==> src/rtl/axi_rd_arbiter_if.sv <==
// AXI4 read-only channel bundle (AR + R) between the arbiter and the memory port.
interface axi_rd_arbiter_if #(
    parameter int unsigned ADDR_WIDTH     = 64,
    parameter int unsigned WIDTH_IN_BYTES = 64,
    parameter int unsigned ID_WIDTH       = 16
);
    logic [ID_WIDTH-1:0]         arid;
    logic [ADDR_WIDTH-1:0]       araddr;
    logic [7:0]                  arlen;
    logic [2:0]                  arsize;
    logic [1:0]                  arburst;
    logic                        arvalid;
    logic                        arready;
    logic [ID_WIDTH-1:0]         rid;
    logic [WIDTH_IN_BYTES*8-1:0] rdata;
    logic [1:0]                  rresp;
    logic                        rlast;
    logic                        rvalid;
    logic                        rready;

    modport master (
        output arid, araddr, arlen, arsize, arburst, arvalid, rready,
        input  arready, rid, rdata, rresp, rlast, rvalid
    );

    modport slave (
        input  arid, araddr, arlen, arsize, arburst, arvalid, rready,
        output arready, rid, rdata, rresp, rlast, rvalid
    );
endinterface

==> src/rtl/axi_rd_arbiter.sv <==
// Round-robin arbiter sharing one AXI4 read port between N_REQ requesters, one whole burst
// at a time, with sticky checks on response, ID and burst length.
module axi_rd_arbiter #(
    parameter int unsigned N_REQ          = 4,
    parameter int unsigned ADDR_WIDTH     = 64,
    parameter int unsigned WIDTH_IN_BYTES = 64,
    parameter int unsigned ID_WIDTH       = 16
) (
    input  logic                          aclk,
    input  logic                          aresetn,
    input  logic [N_REQ*ADDR_WIDTH-1:0]   req_araddr,
    input  logic [N_REQ*8-1:0]            req_arlen,
    input  logic [N_REQ-1:0]              req_arvalid,
    output logic [N_REQ-1:0]              req_arready,
    output logic [WIDTH_IN_BYTES*8-1:0]   req_rdata,
    output logic                          req_rlast,
    output logic [N_REQ-1:0]              req_rvalid,
    input  logic [N_REQ-1:0]              req_rready,
    axi_rd_arbiter_if.master              m,
    output logic                          busy,
    output logic                          err_resp,
    output logic                          err_id,
    output logic                          err_len,
    input  logic                          err_clear
);
    localparam int unsigned GW     = (N_REQ > 1) ? $clog2(N_REQ) : 1;
    localparam logic [2:0]  ARSIZE = 3'($clog2(WIDTH_IN_BYTES));

    typedef enum logic [1:0] {StIdle, StAddr, StData} state_e;

    state_e          state;
    logic [GW-1:0]   grant;
    logic [GW-1:0]   last_grant;
    logic [GW-1:0]   winner;
    logic            rr_found;
    logic [31:0]     rr_idx;
    logic [7:0]      len_q;
    logic [8:0]      beat_cnt;
    logic            r_hs;
    logic            at_len;

    logic [ADDR_WIDTH-1:0] addr_arr [N_REQ];
    logic [7:0]            len_arr  [N_REQ];

    for (genvar i = 0; i < N_REQ; i++) begin : g_slice
        assign addr_arr[i] = req_araddr[i*ADDR_WIDTH +: ADDR_WIDTH];
        assign len_arr[i]  = req_arlen[i*8 +: 8];
    end

    // Search starts one past the previous owner so every requester gets a turn.
    always_comb begin
        winner   = last_grant;
        rr_found = 1'b0;
        rr_idx   = '0;
        for (int unsigned k = 1; k <= N_REQ; k++) begin
            rr_idx = 32'(last_grant) + k;
            if (rr_idx >= N_REQ) begin
                rr_idx = rr_idx - N_REQ;
            end
            if (!rr_found && req_arvalid[rr_idx]) begin
                winner   = GW'(rr_idx);
                rr_found = 1'b1;
            end
        end
    end

    assign r_hs   = (state == StData) && m.rvalid && m.rready;
    assign at_len = (beat_cnt == {1'b0, len_q});

    always_comb begin
        req_arready = '0;
        req_rvalid  = '0;
        if (state == StAddr) begin
            req_arready[grant] = m.arready;
        end
        if (state == StData) begin
            req_rvalid[grant] = m.rvalid;
        end
    end

    assign m.arvalid = (state == StAddr);
    assign m.araddr  = addr_arr[grant];
    assign m.arlen   = len_arr[grant];
    assign m.arid    = ID_WIDTH'(grant);
    assign m.arsize  = ARSIZE;
    assign m.arburst = 2'b01;
    assign m.rready  = (state == StData) && req_rready[grant];
    assign req_rdata = m.rdata;
    assign req_rlast = m.rlast;
    assign busy      = (state != StIdle);

    always_ff @(posedge aclk or negedge aresetn) begin
        if (!aresetn) begin
            state      <= StIdle;
            grant      <= '0;
            last_grant <= GW'(N_REQ - 1);
            len_q      <= '0;
            beat_cnt   <= '0;
            err_resp   <= 1'b0;
            err_id     <= 1'b0;
            err_len    <= 1'b0;
        end else begin
            if (err_clear) begin
                err_resp <= 1'b0;
                err_id   <= 1'b0;
                err_len  <= 1'b0;
            end
            // Later assignments override the clear, so a same-cycle error stays set.
            if (r_hs) begin
                if (m.rresp != 2'b00) begin
                    err_resp <= 1'b1;
                end
                if (m.rid != ID_WIDTH'(grant)) begin
                    err_id <= 1'b1;
                end
                if (m.rlast != at_len) begin
                    err_len <= 1'b1;
                end
                beat_cnt <= beat_cnt + 9'd1;
            end
            unique case (state)
                StIdle: begin
                    if (rr_found) begin
                        grant    <= winner;
                        len_q    <= len_arr[winner];
                        beat_cnt <= '0;
                        state    <= StAddr;
                    end
                end
                StAddr: begin
                    if (m.arready) begin
                        state <= StData;
                    end
                end
                StData: begin
                    if (r_hs && m.rlast) begin
                        last_grant <= grant;
                        state      <= StIdle;
                    end
                end
                default: state <= StIdle;
            endcase
        end
    end
endmodule

==> src/flat_wrapper.sv <==
// flat-port wrapper written by rule: the top's interface ports become plain ports
module axi_rd_arbiter_flat 
#(
    parameter int unsigned N_REQ          = 4,
    parameter int unsigned ADDR_WIDTH     = 64,
    parameter int unsigned WIDTH_IN_BYTES = 64,
    parameter int unsigned ID_WIDTH       = 16
)
  (aclk, aresetn, req_araddr, req_arlen, req_arvalid, req_arready, req_rdata, req_rlast, req_rvalid, req_rready, busy, err_resp, err_id, err_len, err_clear, m_arid, m_araddr, m_arlen, m_arsize, m_arburst, m_arvalid, m_rready, m_arready, m_rid, m_rdata, m_rresp, m_rlast, m_rvalid);
  axi_rd_arbiter_if #(.ADDR_WIDTH(ADDR_WIDTH), .WIDTH_IN_BYTES(WIDTH_IN_BYTES), .ID_WIDTH(ID_WIDTH)) m_i ();
  input  logic aclk;
  input  logic aresetn;
  input  logic [N_REQ*ADDR_WIDTH-1:0] req_araddr;
  input  logic [N_REQ*8-1:0] req_arlen;
  input  logic [N_REQ-1:0] req_arvalid;
  output logic [N_REQ-1:0] req_arready;
  output logic [WIDTH_IN_BYTES*8-1:0] req_rdata;
  output logic req_rlast;
  output logic [N_REQ-1:0] req_rvalid;
  input  logic [N_REQ-1:0] req_rready;
  output logic busy;
  output logic err_resp;
  output logic err_id;
  output logic err_len;
  input  logic err_clear;
  output wire logic [$bits(m_i.arid)-1:0] m_arid;
  output wire logic [$bits(m_i.araddr)-1:0] m_araddr;
  output wire logic [$bits(m_i.arlen)-1:0] m_arlen;
  output wire logic [$bits(m_i.arsize)-1:0] m_arsize;
  output wire logic [$bits(m_i.arburst)-1:0] m_arburst;
  output wire logic [$bits(m_i.arvalid)-1:0] m_arvalid;
  output wire logic [$bits(m_i.rready)-1:0] m_rready;
  input wire logic [$bits(m_i.arready)-1:0] m_arready;
  input wire logic [$bits(m_i.rid)-1:0] m_rid;
  input wire logic [$bits(m_i.rdata)-1:0] m_rdata;
  input wire logic [$bits(m_i.rresp)-1:0] m_rresp;
  input wire logic [$bits(m_i.rlast)-1:0] m_rlast;
  input wire logic [$bits(m_i.rvalid)-1:0] m_rvalid;
  assign m_arid = m_i.arid;
  assign m_araddr = m_i.araddr;
  assign m_arlen = m_i.arlen;
  assign m_arsize = m_i.arsize;
  assign m_arburst = m_i.arburst;
  assign m_arvalid = m_i.arvalid;
  assign m_rready = m_i.rready;
  assign m_i.arready = m_arready;
  assign m_i.rid = m_rid;
  assign m_i.rdata = m_rdata;
  assign m_i.rresp = m_rresp;
  assign m_i.rlast = m_rlast;
  assign m_i.rvalid = m_rvalid;
  axi_rd_arbiter #(.N_REQ(N_REQ), .ADDR_WIDTH(ADDR_WIDTH), .WIDTH_IN_BYTES(WIDTH_IN_BYTES), .ID_WIDTH(ID_WIDTH)) u_core (.aclk(aclk), .aresetn(aresetn), .req_araddr(req_araddr), .req_arlen(req_arlen), .req_arvalid(req_arvalid), .req_arready(req_arready), .req_rdata(req_rdata), .req_rlast(req_rlast), .req_rvalid(req_rvalid), .req_rready(req_rready), .m(m_i), .busy(busy), .err_resp(err_resp), .err_id(err_id), .err_len(err_len), .err_clear(err_clear));
endmodule
==> config.mk <==
export PLATFORM = sky130hd
export DESIGN_NAME = axi_rd_arbiter_flat
export DESIGN_NICKNAME = d
export VERILOG_FILES = /design/src/rtl/axi_rd_arbiter_if.sv /design/src/rtl/axi_rd_arbiter.sv /design/src/flat_wrapper.sv
export SDC_FILE = /design/constraint.sdc
export NUM_CORES = 1
export LEC_CHECK = 0
export CORE_AREA = 2 2 571 573
export DETAILED_ROUTE_END_ITERATION = 8
export DIE_AREA = 0 0 573 575
export GPL_TIMING_DRIVEN = 0
export SLEW_MARGIN = 0
export SYNTH_ARGS = -nofsm -noshare
export SYNTH_HDL_FRONTEND = slang
export SYNTH_SLANG_ARGS = --single-unit
export TNS_END_PERCENT = 20
==> constraint.sdc <==
create_clock -name aclk -period 1.8 [get_ports aclk]
set_input_delay 0.45 -clock aclk [delete_from_list [all_inputs] [get_ports aclk]]
set_output_delay 0.45 -clock aclk [all_outputs]
set_load 0.005 [all_outputs]
# After elaboration in Yosys (flattened, before gate mapping)
# Index checks and enable logic that the tools add are counted.
# classes
n_addsub,9
n_lt_le_gt_ge,12
eq_ne,8
mux,51
bitwise_logic,4
n_reduce_logical,17
# op_table
operator,n
$bmux 64 s2,1
$ge 32x3->1 const B,4
$lt 32x3->1 const B,4
$mux 32,4
$mux 64,2
$sub 32x3->32 const B,4
$bmux 8 s2,2
$mux 8,4
$mux 9,3
$mux 1,19
$ne 16x2->1,1
$mux 2,7
$bmux 1 s2,5
$add 9x1->9 const B,1
$eq 9x8->1,1
$and 4x4->4,2
$logic_and 1x1->1,8
$mux 4,2
$add 2x2->3 const B,2
$ge 3x3->1 const B,2
$not 2->3,2
$pmux 2 s3,1
$add 2x3->4 const B,1
$ne 2x1->1 const B,2
13 further kinds,17
# totals
ff_bits,26
in_bits,832
out_inout_bits,620
word_cells,109

# Depth between registers and ports, before layout
# Gate-level depths: netlist of run 1.
# depth
depth_word,19
mapped_depth,7
depth_no_buf,5

# Least setup slack after synthesis of run 1
# Ideal clock, no wire load.
# synth_path
kind,register to output
startpoint,register u_core.grant[1]
endpoint,output port m_araddr[57]
t_arrival_ps,1388
t_required_ps,1350
slack_ps,-38
path_stages_with_launch,5
path_buffers,3
path_cell_list,dfrtp_1 -> buf_2 -> buf_1 -> buf_2 -> mux4_2
# synth_between
elab_chain_cells,4
# synth_lines
element,line,rtl
start: declaration,axi_rd_arbiter.sv:32,logic [GW-1:0] grant;
start signal: assignment,axi_rd_arbiter.sv:124,grant <= winner;
$not 2->3 (not written as such),axi_rd_arbiter.sv:82,assign m.araddr = addr_arr[grant];
$bmux 64 s2,axi_rd_arbiter.sv:82,
$mux 64 (not written as such) (2 in series),axi_rd_arbiter.sv:82,
end: declaration,flat_wrapper.sv:27,output wire logic [$bits(m_i.araddr)-1:0] m_araddr;
# Every way passes these cells. The select of a mux whose other input is x is not followed.

# Worst setup path after layout of run 1
# layout_path
startpoint,register u_core.grant[0]
endpoint,output port m_araddr[22]
# Same word-level chain as after synthesis.

==> impl_metrics.csv, run 1 <==
group,metric,value,unit
place,place_hpwl,267,mm
place,gp_congestion,0.894,
global_routing,grt_pass1_vias,10800,
synthesis,synth_edf_count,0,
layout,stdcell_count,6172,
clocking,cts.sinks,26,
floorplan,start_util,0.0227,
synthesis,avgSynthCellArea,9.25,um2
sta,drv_slew,0,
run,cap_viol_max_count,0,
power,p_leak,8.23,nW
synthesis,synth-seq-cells,26,
layout,synthToLayoutAreaGrowth,214,%
synthesis,seq_area_frac_synth,0.0891,
clocking,clockBufferDepth,2,
floorplan,pin_count,1452,
setup_path,rr_startpoint,"u_core.grant[0]",
synthesis,async_reset_ff_frac,1.00,
power,p_int,8.96,mW
sta,clock-skew-final,0.0189,ns
sta,fin_crit,2.70,ns
setup_path,critical_path.max_fanout,6,
power,power_frac_clock,0.043,
sta,tightest_slew,0.727,ns
layout,post-route-util,0.0713,
setup_path,cp_slowest_cell,"mux4_2",
sta,grt_setup_unrepaired,"true",
floorplan,die_x,573,um
global_routing,track_usage,0.162,
global_routing,grt_max_degree,24,
synthesis,yosys.area.top_type,"buf_4",
power,combPwrFrac,0.901,
power,p_sw,9.97,mW
setup_path,regToRegEndpoint,"u_core.last_grant[1]",
layout,drive_gt1_frac,0.524,
sta,whs,0.500,ns
route,firstDrtPassIters,4,
layout,fin_area,23000,um2
power,p_sw_frac,0.527,
setup_path,worstPathArrival,2.25,ns
run_status,violations,"setup timing",
clocking,cts_buffers,3,
setup_path,setup.worst_path.end_class,"output pin",
setup_path,slowest_delay,0.65,ns
global_routing,grt_pass1_wl,301,mm
worst_hold_path,hold_class,"in2async",
sta,setup_tns,-67.47,ns
synthesis,synth_top_area_frac,0.546,
run_status,status,"complete, but fails checks",
place,dpl-instance-area,22100,um2
route,via_per_inst,1.85,
setup_path,rr_worst_depth,8,
floorplan,rows,209,
floorplan,core_area,323000,um2
route,antenna_left,0,
synthesis,netlist_area,7330,um2
power,cellPowerDensity,821,nW/um2
floorplan,die-area,329000,um2
sta,hold_violations,0,
synthesis,ys_types,40,
clocking,cts_tree,"yes",
route,vias,11400,
sta,relSlewSlack,0.512,
clocking,path_clk_slew,0.11,ns
synthesis,netlist_instances,792,
synthesis,synth_ff_type,"dfrtp_1",
setup_path,required,1.35,ns
route,remaining_drc_errors,0,
clocking,root_buffer,"clkbuf_16",
clocking,insertion_delay,0.31,ns
sta,fmax,370,MHz
floorplan,fp.dieH,575,um
sta,setup_viol,118,
power,seqPwrFrac,0.057,
layout,nets,2605,
synthesis,synth_common_cells,"buf_4 (533), mux4_2 (73), dfrtp_1 (24), nand2_1 (20)",
power,ir_worst_vdd,576,uV
clocking,htree_levels,1,
setup_path,crit_path_cell_trace,"buf_12, buf_16, buf_16, buf_6, mux4_2, buf_6",
place,portBuffers,920,
synthesis,synth_most_common_cell,"buf_4",
route,drt_iter0_drc,526,
route,wl_per_cell,44.9,um
setup_path,critPathKind,"reg2out",
setup_path,ff2ff_setup_slack,-0.66,ns
setup_path,startpoint_type,"register",
sta,finalCritPeriodShare,1.50,
setup_path,crit_path_start,"u_core.grant[0]",
global_routing,overflow,0,
global_routing,antenna_found_initial,376,
place,placed_cells,6057,
synthesis,ys.warnings.count,0,
setup_path,crit_end,"m_araddr[22]",
sta,fin_ws,-0.902,ns
route,postRouteWirelength,277,mm
synthesis,yosys-top-cells-area,"buf_4 (55%), mux4_2 (22%), dfrtp_1 (8.2%)",
## metrics by stage
step,setup WS [ns],total power [mW]
2_1_floorplan,0.00344,5.26
6_report,-0.902,18.9
5_1_grt,-0.979,20.3
3_3_place_gp,-3.44,16.5
4_1_cts,-0.968,19.3
3_5_place_dp,-2.84,16.4
## power groups by stage
stage	sequential (mW)	combinational (mW)	clock [mW]
2_1_floorplan	0.913	4.35	0
3_3_place_gp	1.08	15.4	0
3_5_place_dp	1.08	15.3	0
4_1_cts	1.07	17.4	0.853
5_1_grt	1.10	18.3	0.879
6_report	1.07	17.1	0.806
## worst min-delay path by stage
stage / slack (ns) / cells after the start / start / end
2_1_floorplan: 0.15 / 0 / aresetn / u_core.beat_cnt[0]
3_3_place_gp: 0.51 / 2 / u_core.len_q[0] / u_core.len_q[0]
3_5_place_dp: 0.30 / 1 / aresetn / u_core.err_len
4_1_cts: 0.48 / 2 / aresetn / u_core.err_len
5_1_grt: 0.50 / 2 / aresetn / u_core.err_len
6_report: 0.50 / 2 / aresetn / u_core.err_len
## registers in the layout, summed over array words and instances (netlist names)
name and count:
u_core.beat_cnt 9, u_core.len_q 8, u_core.grant 2, u_core.last_grant 2
u_core.state 2, u_core.err_id 1, u_core.err_len 1, u_core.err_resp 1
## layout make-up
class	count	area, um2
Buffer	555	4390
Sequential cell	26	658
Tap cell	4325	5410
Clock inverter	1	30.0
Inverter	5	18.8
Fill cell	38000	300000
Clock buffer	3	75.1
Antenna cell	76	190
Timing Repair Buffer	959	9510
Multi-Input combinational cell	222	2770
## placed cells by master, fill, tap and decap left out, types with 3 or more instances in the layout
cell type,instances
mux2i_1,13
nand2b_4,3
mux4_2,73
buf_16,12
nor2_1,10
conb_1,19
buf_2,12
nand2b_1,3
nor2_2,3
clkbuf_16,7
inv_1,5
o21ai_0,3
o221ai_1,8
clkbuf_2,3
dfrtp_1,20
xnor2_1,12
nor2_4,3
dfrtp_2,4
xor2_1,5
clkbuf_4,3
clkdlybuf4s50_1,695
mux2i_2,3
buf_6,80
o21ai_1,3
diode_2,76
nand2_1,18
nand3_1,3
buf_12,15
buf_4,682
## cell families (layout without fill, tap and decap cells)
logic type      after synthesis  in the layout  share of synthesized area
fa+ha+maj                     1              1                    0.00171
flops                        26             26                     0.0891
other cells                   2             95                    0.00102
xor+xnor                     18             18                     0.0215
simple gates                 68             68                     0.0471
buf+inv                     561           1523                      0.565
mux                          91             91                      0.249
compound gates               25             25                     0.0248
## worst max-delay path, delay by kind of cell, from the launching register on
kind	cells	cell delay, ns
buffers and inverters	5	0.80
flip-flops	1	0.39
multiplexers	1	0.65
## what timing repair did
action	in CTS	in global routing
cloned	4	2
setup buffers	19	12
hold buffers	1	0
gates resized for setup	614	189
pin swaps	7	8
setup endpoints to repair	162	194
hold endpoints to repair	3	0
## metal layers
layer	vias to the layer above	wire length [um]	track usage
li1	4184	-	-
met1	5003	86100	0.144
met2	1487	119000	0.255
met3	611	62500	0.173
met4	162	8380	0.0257
met5	-	1040	0
(Power assumes the default switching activity.)
==> run 2, diff against run 1 <==
MAX_ROUTING_LAYER = met4   (was unset)
==> run 2 against run 1 <==
The run still ends with setup timing left. Largest cell class unchanged. Critical endpoint unchanged. Global-route usage grew 0.45 points. Clock power is 2% higher. Total power decreased by 3.4%. Routed wire length decreased by 0.55%. Combinational power decreased by 4%. Largest power group unchanged. Design area shrank 0.24%. Clock-buffer cell count unchanged. Register-to-register slack got worse by 0.06 ns. Die area unchanged.
==> impl_metrics.csv, run 2 (synthesis results as in run 1) <==
group,metric,value,unit
setup_path,worstPathArrival,2.29,ns
floorplan,start_util,0.0227,
setup_path,crit_path_cell_trace,"buf_12, buf_16, buf_16, buf_12, mux4_2, buf_6",
power,p_leak,8.14,nW
layout,nets,2603,
route,postRouteWirelength,276,mm
place,post-place-ws,-2.82,ns
clocking,cts.sinks,26,
route,wl_per_cell,44.2,um
layout,fin_area,23000,um2
sta,finalCritPeriodShare,1.52,
layout,synthToLayoutAreaGrowth,214,%
route,via_per_inst,1.79,
global_routing,overflow,0,
sta,fin_ws,-0.937,ns
global_routing,grt_pass1_vias,10800,
setup_path,cp_num_buf_inv,5,
place,portBuffers,920,
worst_hold_path,hold_class,"in2async",
sta,setup_viol,117,
sta,grt_setup_unrepaired,"true",
route,vias,11200,
power,cellPowerDensity,795,nW/um2
layout,largest_register,"u_core.beat_cnt",
clocking,cts_buffers,3,
place,dpl-instance-area,22100,um2
setup_path,critical_path.max_fanout,6,
run_status,status,"complete, but fails checks",
clocking,insertion_delay,0.32,ns
global_routing,grt_max_degree,24,
sta,whs,0.503,ns
sta,setup_tns,-70.87,ns
floorplan,die-area,329000,um2
setup_path,slowest_delay,0.66,ns
place,place_hpwl,267,mm
global_routing,track_usage,0.166,
layout,seq_area,658,um2
floorplan,fp.dieH,575,um
sta,hold_violations,0,
clocking,path_clk_slew,0.12,ns
setup_path,path_delay_family,"buffers and inverters",
layout,most-common-layout-cells,"clkdlybuf4s50_1 (694), buf_4 (689), mux4_2 (73)",
route,remaining_drc_errors,0,
sta,fmax,365,MHz
layout,drive_gt1_frac,0.523,
global_routing,grt_pass1_wl,300,mm
setup_path,cp_slowest_cell,"mux4_2",
route,drt_iter0_drc,431,
sta,drv_slew,0,
sta,tightest_slew,0.758,ns
power,ir_worst_vdd,643,uV
clocking,root_buffer,"clkbuf_16",
layout,final_common_cell,"clkdlybuf4s50_1",
clocking,clockBufferDepth,2,
run,cap_viol_max_count,0,
global_routing,antenna_found_initial,370,
run_status,violations,"setup timing",
setup_path,startpoint_type,"register",
sta,clock-skew-final,0.0229,ns
route,antenna_left,0,
route,firstDrtPassIters,4,
layout,fill_cells,38000,
clocking,htree_levels,1,
floorplan,pin_count,1452,
floorplan,die_x,573,um
layout,largest_register_ffs,9,
setup_path,setup.worst_path.end_class,"output pin",
layout,multi_input_area,2750,um2
clocking,cts_tree,"yes",
setup_path,critPathKind,"reg2out",
sta,fin_crit,2.74,ns
floorplan,core_area,323000,um2
sta,relSlewSlack,0.491,
floorplan,rows,209,
layout,largest_registers,"u_core.beat_cnt (9), u_core.len_q (8)",
setup_path,required,1.35,ns
place,gp_congestion,0.899,
[run 2: cell types whose count changed in the layout (fill, tap and decap cells not counted), moves of 3 or more]
cell / previous run / this run
diode_2: 76 / 143
buf_8: 2 / 7
buf_4: 682 / 689
buf_2: 12 / 21
buf_6: 80 / 57
clkdlybuf4s15_2: 1 / 5
buf_16: 12 / 9
clkbuf_2: 3 / 6
clkbuf_16: 7 / 4
[run 2: cell type report]
type	instances	area share
sequential	26	0.0286
clock buffer	3	0.00327
timing repair buffer	957	0.405
clock inverter	1	0.00131
buffer	555	0.190
antenna	143	0.0156
inverter	5	0.000816
tap	4325	0.235
multi-input combinational	222	0.119
[run 2: report_power, final]
group | switching [mW] | internal [mW]
combinational | 9.15 | 7.25
clock | 0.372 | 0.449
sequential | 0.266 | 0.795
[run 2: worst paths after layout]
check                                start                    to  slack [ns]  depth (start not counted)
hold reg to reg            u_core.err_resp       u_core.err_resp        0.52                          2
max in group asynchronous          aresetn  u_core.last_grant[0]        0.80                          3
hold / removal                     aresetn       u_core.err_resp        0.50                          2
setup reg to reg           u_core.grant[0]       u_core.err_resp       -0.72                          9
setup / recovery           u_core.grant[0]          m_araddr[22]       -0.94                          6
min in group aclk          u_core.err_resp       u_core.err_resp        0.52                          2
[run 2: per-layer routing]
metal / part of all wire / GRT usage
met1: 0.31 / 0.144
met2: 0.43 / 0.253
met3: 0.23 / 0.172
met4: 0.027 / 0.0279
met5: 0 / -
[run 2: per-stage QoR]
| step | power [mW] | util | instances |
|---|---|---|---|
| detailed placement | 16.4 | 0.0683 | 6057 |
| finish | 18.3 | 0.0711 | 6237 |
| global placement | 16.4 | 0.0681 | 6054 |
| floorplan | 5.26 | - | 809 |
| CTS | 19.2 | 0.0704 | 6085 |
| global route | 19.5 | 0.0711 | 6231 |
[run 2: worst reg2reg max path, stage by stage (launching register included)]
cell and delay, ns:
dfrtp_2 0.39, buf_12 0.14, buf_16 0.19, buf_8 0.14, mux4_2 0.64, buf_6 0.19
nor2b_1 0.13, buf_6 0.19, o21ai_4 0.23, o21ai_1 0.15
[run 2: repair_timing]
action,4_1_cts,5_1_grt
buffers inserted,19,12
hold endpoints to repair,3,0
endpoints found under the setup margin,170,188
cloned,4,0
gates resized for setup,578,161
pin swaps,10,5
hold buffers,1,0
